## src/rtl/msi_directory_responder_if.sv

```systemverilog
// Request/response bundle between the MSI request generator (master) and the
// directory responder (slave), including the side-channel strobes and statistics.
interface msi_directory_responder_if #(
  parameter int ADDR_W = 4,
  parameter int DATA_W = 4
);
  logic              ReqValid;
  logic              ReqReady;
  logic [ADDR_W-1:0] AddressTest;
  logic [1:0]        WriteOrRead;
  logic [1:0]        Processor;
  logic [DATA_W-1:0] DataTest;
  logic              RespValid;
  logic [1:0]        RespProcessor;
  logic [DATA_W-1:0] RespData;
  logic [1:0]        RespState;
  logic              RespError;
  logic              InvValid;
  logic [1:0]        InvMask;
  logic [ADDR_W-1:0] InvAddress;
  logic              WbValid;
  logic [ADDR_W-1:0] WbAddress;
  logic [7:0]        StatReads;
  logic [7:0]        StatWrites;
  logic [7:0]        StatInvs;
  logic [7:0]        StatWbs;

  modport master (
    output ReqValid, AddressTest, WriteOrRead, Processor, DataTest,
    input  ReqReady, RespValid, RespProcessor, RespData, RespState, RespError,
    input  InvValid, InvMask, InvAddress, WbValid, WbAddress,
    input  StatReads, StatWrites, StatInvs, StatWbs
  );

  modport slave (
    input  ReqValid, AddressTest, WriteOrRead, Processor, DataTest,
    output ReqReady, RespValid, RespProcessor, RespData, RespState, RespError,
    output InvValid, InvMask, InvAddress, WbValid, WbAddress,
    output StatReads, StatWrites, StatInvs, StatWbs
  );
endinterface

```

## src/rtl/msi_directory_responder.sv

```systemverilog
// Two-processor MSI directory with backing memory; one response per request plus
// invalidation/writeback strobes. Define MSI_DIR_STATS_EN for saturating statistics.
module msi_directory_responder #(
  parameter int ADDR_W   = 4,
  parameter int DATA_W   = 4,
  parameter int MEM_INIT = 0
) (
  input logic                     i_clk,
  input logic                     i_rst,
  msi_directory_responder_if.slave bus
);
  localparam int DEPTH = 1 << ADDR_W;
  localparam logic [DATA_W-1:0] INIT_W = DATA_W'(MEM_INIT);

  // state     | meaning
  // IDLE      | ReqReady high, waiting for a request
  // DECODE    | latch directory entry of the request address
  // LOOKUP    | choose path, commit directory/memory update
  // INVAL     | InvValid pulse
  // WRITEBACK | WbValid pulse
  // RESP      | RespValid pulse
  typedef enum logic [2:0] {S_IDLE, S_DECODE, S_LOOKUP, S_INVAL, S_WRITEBACK, S_RESP} state_t;
  localparam logic [1:0] DIR_U = 2'b00, DIR_S = 2'b01, DIR_M = 2'b10;

  state_t            r_state;
  logic [1:0]        r_dir_st [DEPTH];
  logic [1:0]        r_dir_sh [DEPTH];
  logic [DATA_W-1:0] r_mem    [DEPTH];
  logic [DATA_W-1:0] r_dirty  [DEPTH];

  logic [ADDR_W-1:0] r_addr;
  logic [1:0]        r_op, r_proc;
  logic [DATA_W-1:0] r_data;
  logic [1:0]        r_ent_st, r_ent_sh;
  logic [DATA_W-1:0] r_ent_mem, r_ent_dirty;
  logic [DATA_W-1:0] r_pend_data;
  logic [1:0]        r_pend_state;

  logic              r_req_ready, r_resp_valid, r_resp_error, r_inv_valid, r_wb_valid;
  logic [1:0]        r_resp_proc, r_resp_state, r_inv_mask;
  logic [DATA_W-1:0] r_resp_data;
  logic [ADDR_W-1:0] r_inv_addr, r_wb_addr;

  logic              w_err, w_inv, w_wb, w_wr_dirty, w_wr_mem;
  logic [1:0]        w_pbit, w_new_st, w_new_sh, w_rstate, w_inv_mask;
  logic [DATA_W-1:0] w_rdata;

  assign w_err      = r_op[1] | r_proc[1];
  assign w_pbit     = r_proc[0] ? 2'b10 : 2'b01;
  assign w_inv_mask = r_ent_sh & ~w_pbit;

  always_comb begin
    w_rdata    = '0;
    w_rstate   = DIR_U;
    w_new_st   = r_ent_st;
    w_new_sh   = r_ent_sh;
    w_wr_dirty = 1'b0;
    w_wr_mem   = 1'b0;
    w_inv      = 1'b0;
    w_wb       = 1'b0;
    if (!w_err) begin
      if (r_op[0]) begin
        // Any other holder (sharer or owner) is invalidated; the line is fully overwritten.
        w_new_st   = DIR_M;
        w_new_sh   = w_pbit;
        w_wr_dirty = 1'b1;
        w_rdata    = r_data;
        w_rstate   = DIR_M;
        w_inv      = |w_inv_mask;
      end else begin
        case (r_ent_st)
          DIR_M: begin
            w_rdata = r_ent_dirty;
            if (r_ent_sh == w_pbit) begin
              w_rstate = DIR_M;
            end else begin
              w_wb     = 1'b1;
              w_wr_mem = 1'b1;
              w_new_st = DIR_S;
              w_new_sh = r_ent_sh | w_pbit;
              w_rstate = DIR_S;
            end
          end
          DIR_S: begin
            w_rdata  = r_ent_mem;
            w_new_sh = r_ent_sh | w_pbit;
            w_rstate = DIR_S;
          end
          default: begin
            w_rdata  = r_ent_mem;
            w_new_st = DIR_S;
            w_new_sh = w_pbit;
            w_rstate = DIR_S;
          end
        endcase
      end
    end
  end

  always_ff @(posedge i_clk) begin
    if (i_rst) begin
      r_state      <= S_IDLE;
      r_req_ready  <= 1'b1;
      r_resp_valid <= 1'b0;
      r_resp_error <= 1'b0;
      r_resp_proc  <= '0;
      r_resp_data  <= '0;
      r_resp_state <= '0;
      r_inv_valid  <= 1'b0;
      r_inv_mask   <= '0;
      r_inv_addr   <= '0;
      r_wb_valid   <= 1'b0;
      r_wb_addr    <= '0;
      r_addr       <= '0;
      r_op         <= '0;
      r_proc       <= '0;
      r_data       <= '0;
      r_ent_st     <= DIR_U;
      r_ent_sh     <= '0;
      r_ent_mem    <= '0;
      r_ent_dirty  <= '0;
      r_pend_data  <= '0;
      r_pend_state <= '0;
      for (int i = 0; i < DEPTH; i++) begin
        r_dir_st[i] <= DIR_U;
        r_dir_sh[i] <= 2'b00;
        r_mem[i]    <= INIT_W;
        r_dirty[i]  <= INIT_W;
      end
    end else begin
      r_inv_valid <= 1'b0;
      r_inv_mask  <= '0;
      r_inv_addr  <= '0;
      r_wb_valid  <= 1'b0;
      r_wb_addr   <= '0;
      case (r_state)
        S_IDLE: begin
          if (bus.ReqValid) begin
            r_addr      <= bus.AddressTest;
            r_op        <= bus.WriteOrRead;
            r_proc      <= bus.Processor;
            r_data      <= bus.DataTest;
            r_req_ready <= 1'b0;
            r_state     <= S_DECODE;
          end
        end
        S_DECODE: begin
          r_ent_st    <= r_dir_st[r_addr];
          r_ent_sh    <= r_dir_sh[r_addr];
          r_ent_mem   <= r_mem[r_addr];
          r_ent_dirty <= r_dirty[r_addr];
          r_state     <= S_LOOKUP;
        end
        S_LOOKUP: begin
          r_pend_data  <= w_rdata;
          r_pend_state <= w_rstate;
          if (!w_err) begin
            r_dir_st[r_addr] <= w_new_st;
            r_dir_sh[r_addr] <= w_new_sh;
            if (w_wr_dirty) r_dirty[r_addr] <= r_data;
            if (w_wr_mem)   r_mem[r_addr]   <= r_ent_dirty;
          end
          if (w_inv) begin
            r_inv_valid <= 1'b1;
            r_inv_mask  <= w_inv_mask;
            r_inv_addr  <= r_addr;
            r_state     <= S_INVAL;
          end else if (w_wb) begin
            r_wb_valid <= 1'b1;
            r_wb_addr  <= r_addr;
            r_state    <= S_WRITEBACK;
          end else begin
            r_resp_valid <= 1'b1;
            r_resp_proc  <= r_proc;
            r_resp_data  <= w_rdata;
            r_resp_state <= w_rstate;
            r_resp_error <= w_err;
            r_state      <= S_RESP;
          end
        end
        S_INVAL, S_WRITEBACK: begin
          r_resp_valid <= 1'b1;
          r_resp_proc  <= r_proc;
          r_resp_data  <= r_pend_data;
          r_resp_state <= r_pend_state;
          r_resp_error <= 1'b0;
          r_state      <= S_RESP;
        end
        S_RESP: begin
          r_resp_valid <= 1'b0;
          r_resp_proc  <= '0;
          r_resp_data  <= '0;
          r_resp_state <= '0;
          r_resp_error <= 1'b0;
          r_req_ready  <= 1'b1;
          r_state      <= S_IDLE;
        end
        default: r_state <= S_IDLE;
      endcase
    end
  end

  assign bus.ReqReady      = r_req_ready;
  assign bus.RespValid     = r_resp_valid;
  assign bus.RespProcessor = r_resp_proc;
  assign bus.RespData      = r_resp_data;
  assign bus.RespState     = r_resp_state;
  assign bus.RespError     = r_resp_error;
  assign bus.InvValid      = r_inv_valid;
  assign bus.InvMask       = r_inv_mask;
  assign bus.InvAddress    = r_inv_addr;
  assign bus.WbValid       = r_wb_valid;
  assign bus.WbAddress     = r_wb_addr;

`ifdef MSI_DIR_STATS_EN
  logic [7:0] r_stat_rd, r_stat_wr, r_stat_inv, r_stat_wb;

  always_ff @(posedge i_clk) begin
    if (i_rst) begin
      r_stat_rd  <= '0;
      r_stat_wr  <= '0;
      r_stat_inv <= '0;
      r_stat_wb  <= '0;
    end else begin
      if (r_resp_valid && !r_resp_error && !r_op[0] && r_stat_rd != 8'hFF) r_stat_rd <= r_stat_rd + 8'd1;
      if (r_resp_valid && !r_resp_error &&  r_op[0] && r_stat_wr != 8'hFF) r_stat_wr <= r_stat_wr + 8'd1;
      if (r_inv_valid && r_stat_inv != 8'hFF) r_stat_inv <= r_stat_inv + 8'd1;
      if (r_wb_valid  && r_stat_wb  != 8'hFF) r_stat_wb  <= r_stat_wb + 8'd1;
    end
  end

  assign bus.StatReads  = r_stat_rd;
  assign bus.StatWrites = r_stat_wr;
  assign bus.StatInvs   = r_stat_inv;
  assign bus.StatWbs    = r_stat_wb;
`else
  assign bus.StatReads  = '0;
  assign bus.StatWrites = '0;
  assign bus.StatInvs   = '0;
  assign bus.StatWbs    = '0;
`endif
endmodule

```

## src/flat_wrapper.sv

```systemverilog
// flat-port wrapper written by rule: the top's interface ports become plain ports
module msi_directory_responder_flat 
#(
  parameter int ADDR_W   = 4,
  parameter int DATA_W   = 4,
  parameter int MEM_INIT = 0
)
  (i_clk, i_rst, bus_ReqValid, bus_AddressTest, bus_WriteOrRead, bus_Processor, bus_DataTest, bus_ReqReady, bus_RespValid, bus_RespProcessor, bus_RespData, bus_RespState, bus_RespError, bus_InvValid, bus_InvMask, bus_InvAddress, bus_WbValid, bus_WbAddress, bus_StatReads, bus_StatWrites, bus_StatInvs, bus_StatWbs);
  msi_directory_responder_if #(.ADDR_W(ADDR_W), .DATA_W(DATA_W)) bus_i ();
  input logic i_clk;
  input logic i_rst;
  input wire logic [$bits(bus_i.ReqValid)-1:0] bus_ReqValid;
  input wire logic [$bits(bus_i.AddressTest)-1:0] bus_AddressTest;
  input wire logic [$bits(bus_i.WriteOrRead)-1:0] bus_WriteOrRead;
  input wire logic [$bits(bus_i.Processor)-1:0] bus_Processor;
  input wire logic [$bits(bus_i.DataTest)-1:0] bus_DataTest;
  output wire logic [$bits(bus_i.ReqReady)-1:0] bus_ReqReady;
  output wire logic [$bits(bus_i.RespValid)-1:0] bus_RespValid;
  output wire logic [$bits(bus_i.RespProcessor)-1:0] bus_RespProcessor;
  output wire logic [$bits(bus_i.RespData)-1:0] bus_RespData;
  output wire logic [$bits(bus_i.RespState)-1:0] bus_RespState;
  output wire logic [$bits(bus_i.RespError)-1:0] bus_RespError;
  output wire logic [$bits(bus_i.InvValid)-1:0] bus_InvValid;
  output wire logic [$bits(bus_i.InvMask)-1:0] bus_InvMask;
  output wire logic [$bits(bus_i.InvAddress)-1:0] bus_InvAddress;
  output wire logic [$bits(bus_i.WbValid)-1:0] bus_WbValid;
  output wire logic [$bits(bus_i.WbAddress)-1:0] bus_WbAddress;
  output wire logic [$bits(bus_i.StatReads)-1:0] bus_StatReads;
  output wire logic [$bits(bus_i.StatWrites)-1:0] bus_StatWrites;
  output wire logic [$bits(bus_i.StatInvs)-1:0] bus_StatInvs;
  output wire logic [$bits(bus_i.StatWbs)-1:0] bus_StatWbs;
  assign bus_i.ReqValid = bus_ReqValid;
  assign bus_i.AddressTest = bus_AddressTest;
  assign bus_i.WriteOrRead = bus_WriteOrRead;
  assign bus_i.Processor = bus_Processor;
  assign bus_i.DataTest = bus_DataTest;
  assign bus_ReqReady = bus_i.ReqReady;
  assign bus_RespValid = bus_i.RespValid;
  assign bus_RespProcessor = bus_i.RespProcessor;
  assign bus_RespData = bus_i.RespData;
  assign bus_RespState = bus_i.RespState;
  assign bus_RespError = bus_i.RespError;
  assign bus_InvValid = bus_i.InvValid;
  assign bus_InvMask = bus_i.InvMask;
  assign bus_InvAddress = bus_i.InvAddress;
  assign bus_WbValid = bus_i.WbValid;
  assign bus_WbAddress = bus_i.WbAddress;
  assign bus_StatReads = bus_i.StatReads;
  assign bus_StatWrites = bus_i.StatWrites;
  assign bus_StatInvs = bus_i.StatInvs;
  assign bus_StatWbs = bus_i.StatWbs;
  msi_directory_responder #(.ADDR_W(ADDR_W), .DATA_W(DATA_W), .MEM_INIT(MEM_INIT)) u_core (.i_clk(i_clk), .i_rst(i_rst), .bus(bus_i));
endmodule
```

## config.mk

```make
export PLATFORM = sky130hd
export DESIGN_NAME = msi_directory_responder_flat
export DESIGN_NICKNAME = d
export VERILOG_FILES = /design/src/rtl/msi_directory_responder_if.sv /design/src/rtl/msi_directory_responder.sv /design/src/flat_wrapper.sv
export SDC_FILE = /design/constraint.sdc
export NUM_CORES = 1
export LEC_CHECK = 0
export ABC_AREA = 1
export CORE_ASPECT_RATIO = 0.8
export CORE_UTILIZATION = 54
export DETAILED_ROUTE_END_ITERATION = 8
export PLACE_DENSITY = 0.8
export SYNTH_ARGS = -nofsm -noshare
export SYNTH_HDL_FRONTEND = slang
export SYNTH_SLANG_ARGS = --single-unit
```

## constraint.sdc

```tcl
create_clock -name i_clk -period 1.8 [get_ports i_clk]
set_input_delay 0.36 -clock i_clk [delete_from_list [all_inputs] [get_ports i_clk]]
set_output_delay 0.36 -clock i_clk [all_outputs]
set_load 0.05 [all_outputs]
```

Word level (Yosys, flattened, before mapping)
Memory sizes are Yosys's and may differ from the RTL's. A register that Yosys moved wholly into a read port is not among the register bits.
Cells that the tools add are included.
{ "totals": {"regBits": 44, "ram_bits": 192, "input_bits": 15, "out_inout_bits": 55, "elab_cells": 133, "memories": 4} }
{ "mem_list": {"columns": ["name", "words", "width", "read_ports", "rd_clocked_by_memory_dff", "wr", "line", "text"], "rows": [
  ["u_core.r_dirty", 16, 4, 1, 1, 16, "msi_directory_responder.sv:29", "logic [DATA_W-1:0] r_dirty [DEPTH];"],
  ["u_core.r_mem", 16, 4, 1, 1, 16, "msi_directory_responder.sv:28", "logic [DATA_W-1:0] r_mem [DEPTH];"],
  ["u_core.r_dir_sh", 16, 2, 1, 1, 16, "msi_directory_responder.sv:27", "logic [1:0] r_dir_sh [DEPTH];"],
  ["u_core.r_dir_st", 16, 2, 1, 1, 16, "msi_directory_responder.sv:26", "logic [1:0] r_dir_st [DEPTH];"]
]} }
{ "classes": {"eq_ne": 11, "mux": 74, "bitwise": 7, "reduce_logical": 19} }
{ "ops": {"columns": ["op", "count"], "rows": [
  ["2-to-1 mux 4 bit", 11],
  ["2-to-1 mux 1 bit", 35],
  ["2-to-1 mux 2 bit", 17],
  ["one-hot mux 2 bit (3 select lines)", 2],
  ["one-hot mux 3 bit (4 select lines)", 1],
  ["one-hot mux 4 bit (3 select lines)", 1],
  ["OR reduction 4 bit", 3],
  ["OR reduction 2 bit", 5],
  ["OR reduction 3 bit", 3],
  ["one-hot mux 2 bit (2 select lines)", 2],
  ["equality test 3 x 2 -> 1 bit (second input constant)", 2],
  ["equality test 3 bit (second input constant)", 2],
  ["2-to-1 mux 3 bit", 2],
  ["!= test 2 bit (second input constant)", 3],
  ["AND reduction 3 bit", 2],
  ["one-hot mux 1 bit (2 select lines)", 2],
  ["AND reduction 2 bit", 2],
  ["nonzero test 2 bit", 2],
  ["equality test 3 x 1 -> 1 bit (second input constant)", 1],
  ["zero test 3 bit", 1],
  ["inverter 1 bit", 3],
  ["one-hot mux 1 bit (3 select lines)", 1],
  ["nonzero test 3 bit", 1],
  ["bitwise AND 2 bit", 1],
  ["6 further kinds", 6]
]} }

Longest topological paths before layout
{ "logic_depth": {"depth_word": 13, "mapped_depth": 12, "mapped_depth_nobuf": 11} }

Worst setup path before layout
No wires, ideal clock.
{ "synth_path": {"path_kind": "reg2reg", "startpoint": "register u_core.r_proc[0]", "endpoint": "memory u_core.r_mem[4][0] (enable)", "setup_ns": 0.308, "arrival_time_ns": 1.702, "t_required_ns": 1.492, "path_slack_ns": -0.209, "path_stages_with_launch": 10, "n_path_buf": 1, "period_less_slack_ns": 2.009, "cell_sequence": "dfxtp_1 -> inv_1 -> ha_1 -> nor2_1 -> nor2_1 -> nand2_2 -> nor3_4 -> buf_6 -> nand2_4 -> nand2_1"} }
{ "synth_lines": {"columns": ["element", "line", "text"], "rows": [
  ["start, declared", "msi_directory_responder.sv:32", "logic [1:0] r_op, r_proc;"],
  ["start signal, assigned", "msi_directory_responder.sv:141", "r_proc <= bus.Processor;"],
  ["end, declared", "msi_directory_responder.sv:28", null]
]} }

==> impl_metrics.yaml <==
route:
  drtAntennaViolNets: 0
  drcViolationCount: 0
  num_vias: 9939
  via_per_inst: 5.24
  wire_per_inst_um: 15.9
  drt-total-wl_um: 30200
  drt_pass1_iterations: 7
  drt_iter0_markers: 1058
sta:
  skew_ns: 0.00831
  maxSlewViolCount: 0
  timing.final.ws_setup_ns: -0.0756
  rsz0062_at_grt: "yes"
  maxSlewHeadroom: 0.662
  min_period_ns: 1.88
  hold_viol: 0
  worst_pin_slew_ns: 0.507
  hold_ws_ns: 0.470
  setup_viol: 99
  period_share: 1.04
  finalSetupTns_ns: -3.42
  max_freq_mhz: 533
finish:
  finalNonFillerCells: 1896
  final_area_sq_um: 14400
  syn_to_final_growth_pct: 20.0
  nNetsFinal: 1599
  drive_gt1_frac: 0.173
  antenna_cells: 0
  final_util: 0.665
yosys:
  synthArstFlopShare: 0
  synth_area_per_cell_sq_um: 8.22
  synthCells: 1461
  synth_edf_count: 192
  yosys_warnings: 0
  synthesis.area_sq_um: 12000
  ys_ff_latch: 248
  ys_seq_area_frac: 0.573
  synth_ff_type: "edfxtp_1"
  synth_cell_types: 29
place:
  dp_worst_setup_slack_ns: -0.241
  hpwlAfterDp_um: 20100
  numPortBuffers: 37
  place_area_sq_um: 13400
  dp.cells: 1848
  globalplace.congestion: 0.904
global_route:
  antenna_found_initial: 0
  grt_pass1_wl_um: 46800
  grt_max_degree: 62
  grt_overflow: 0
  grt_pass1_vias: 9356
  track_usage: 0.265
power:
  worst_ir_drop_vdd_mv: 0.888
  cellLeakagePower_nw: 6.65
  power_density_nw_per_um2: 1310
  power.total_mw: 19.0
die:
  ioPinCount: 70
  initial_core_util: 0.554
  num_rows: 48
  die_h_um: 135
  fp.dieW_um: 169
  die-area_sq_um: 22900
  fp.coreArea_sq_um: 21700
clock_tree:
  clock_latency_ns: 0.52
  cts_buffers: 24
  cts-root-buf: "clkbuf_16"
  htreeDepth: 1
  clockBufferDepth: 3
  cts_num_sinks: 248
  cts_tree: "yes"
  cts_hold_buf: 0
  path_clk_slew_ns: 0.07
status:
  status: "finished with violations"
  violations: "negative setup slack"
critical_path:
  start_kind: "register"
  slowest_stage: "dfxtp_4"
  cp-end-kind: "register"
  cp.required_ns: 2.03
  path_cells: "inv_4 -> ha_4 -> nor2_4 -> nor2_4 -> nand2_2 -> nor3_4 -> buf_6 -> buf_12 -> nand2_4 -> nand2_4"
  worst_ep_arrival_time_ns: 2.11
  crit_start: "u_core.r_proc[0]"
  crit_type: "reg2reg"
  worst_r2r_startpoint: "u_core.r_proc[0]"
  critPathMaxStageDelay_ns: 0.38
  crit_fanout: 8
worst_hold_path:
  min_from: "u_core.bus.RespError"
  hold_path_class: "reg2reg"
job:
  maxCapViolCount: 0
## worst max-delay path, delay by kind of cell (launching register included)
kind / cells / cell delay (ns)
and+or+nand+nor: 6 / 0.56
DFF: 1 / 0.38
buffers and inverters: 3 / 0.38
adders and majority gates: 1 / 0.26
## routing by layer
layer / up-vias / share of wire / track usage
met1: 4600 / 0.42 / 0.360
met4: 0 / 0.024 / 0.0838
li1: 4791 / - / -
met5: - / 0 / 0
met3: 57 / 0.094 / 0.0549
met2: 491 / 0.46 / 0.429
## final timing paths
path	end	slack [ns]	depth (start not counted)
setup / recovery	u_core.r_mem[11][1]	-0.08	10
hold / removal	u_core.bus.RespError	0.47	2
setup reg to reg	u_core.r_mem[11][1]	-0.08	10
hold reg to reg	u_core.bus.RespError	0.47	2
## cells in the mapped netlist, types with 5 or more instances
master / instances / area, sq um
ha_1: 6 / 75.1
clkbuf_1: 42 / 158
nand2_4: 9 / 101
buf_2: 14 / 70.1
nor2_2: 5 / 31.3
buf_1: 9 / 33.8
a21oi_1: 49 / 245
dfxtp_1: 56 / 1120
o21ai_0: 50 / 250
nand3_1: 46 / 230
inv_2: 12 / 45.0
nor3_1: 5 / 25.0
clkinv_1: 7 / 26.3
edfxtp_1: 192 / 5770
nor2_1: 211 / 792
nand2_1: 607 / 2280
buf_4: 35 / 263
inv_1: 84 / 315
## repair_timing
action,4_1_cts,5_1_grt
cloned,1,0
setup buffers,2,3
endpoints found under the setup margin,77,230
resized for setup,15,53
pin swaps,1,5
## cell families (layout without fill, tap and decap cells)
kind of cell	after synthesis	after routing	synth area share
flip-flops	248	248	0.573
adder cells (fa/ha/maj)	6	6	0.00625
other	1	32	0.000312
buffers and inverters	205	309	0.0777
AND/OR/NAND/NOR	892	892	0.296
AO/OA/AOI/OAI	109	109	0.0468
## flip-flops by register name, summed over array words and instances, names as in the netlist, 3 cells and up
register	count
u_core.bus.InvAddress	4
u_core.bus.WbAddress	4
u_core.r_mem	64
u_core.r_dirty	64
u_core.r_addr	4
u_core.r_state	3
u_core.r_ent_mem	4
u_core.r_pend_data	4
u_core.r_ent_dirty	4
u_core.r_dir_st	32
u_core.bus.RespData	4
u_core.r_data	4
u_core.r_dir_sh	32
## final cells by class
cell class | count | area [sq um]
inverter | 103 | 389
clock inverter | 13 | 111
multi-input combinational | 1039 | 4570
timing repair buffer | 162 | 1410
sequential | 248 | 6900
fill | 1684 | 7260
clock buffer | 31 | 668
tap | 300 | 375
## placed cells by master, fill, tap and decap left out, types with 14 or more instances in the layout
cell / instances
a21oi_1: 49
buf_4: 129
clkbuf_16: 25
clkdlybuf4s50_1: 14
conb_1: 32
dfxtp_1: 49
edfxtp_1: 192
inv_1: 82
nand2_1: 585
nand2_2: 15
nand2_4: 20
nand3_1: 44
nor2_1: 187
nor2_2: 19
o21ai_0: 48
## report_power, final
group	internal (mW)	switching, mW	total, mW
registers	6.65	0.333	6.98
logic	2.15	4.80	6.95
clock network	2.90	2.13	5.03
Power figures use the tool's default switching activity.
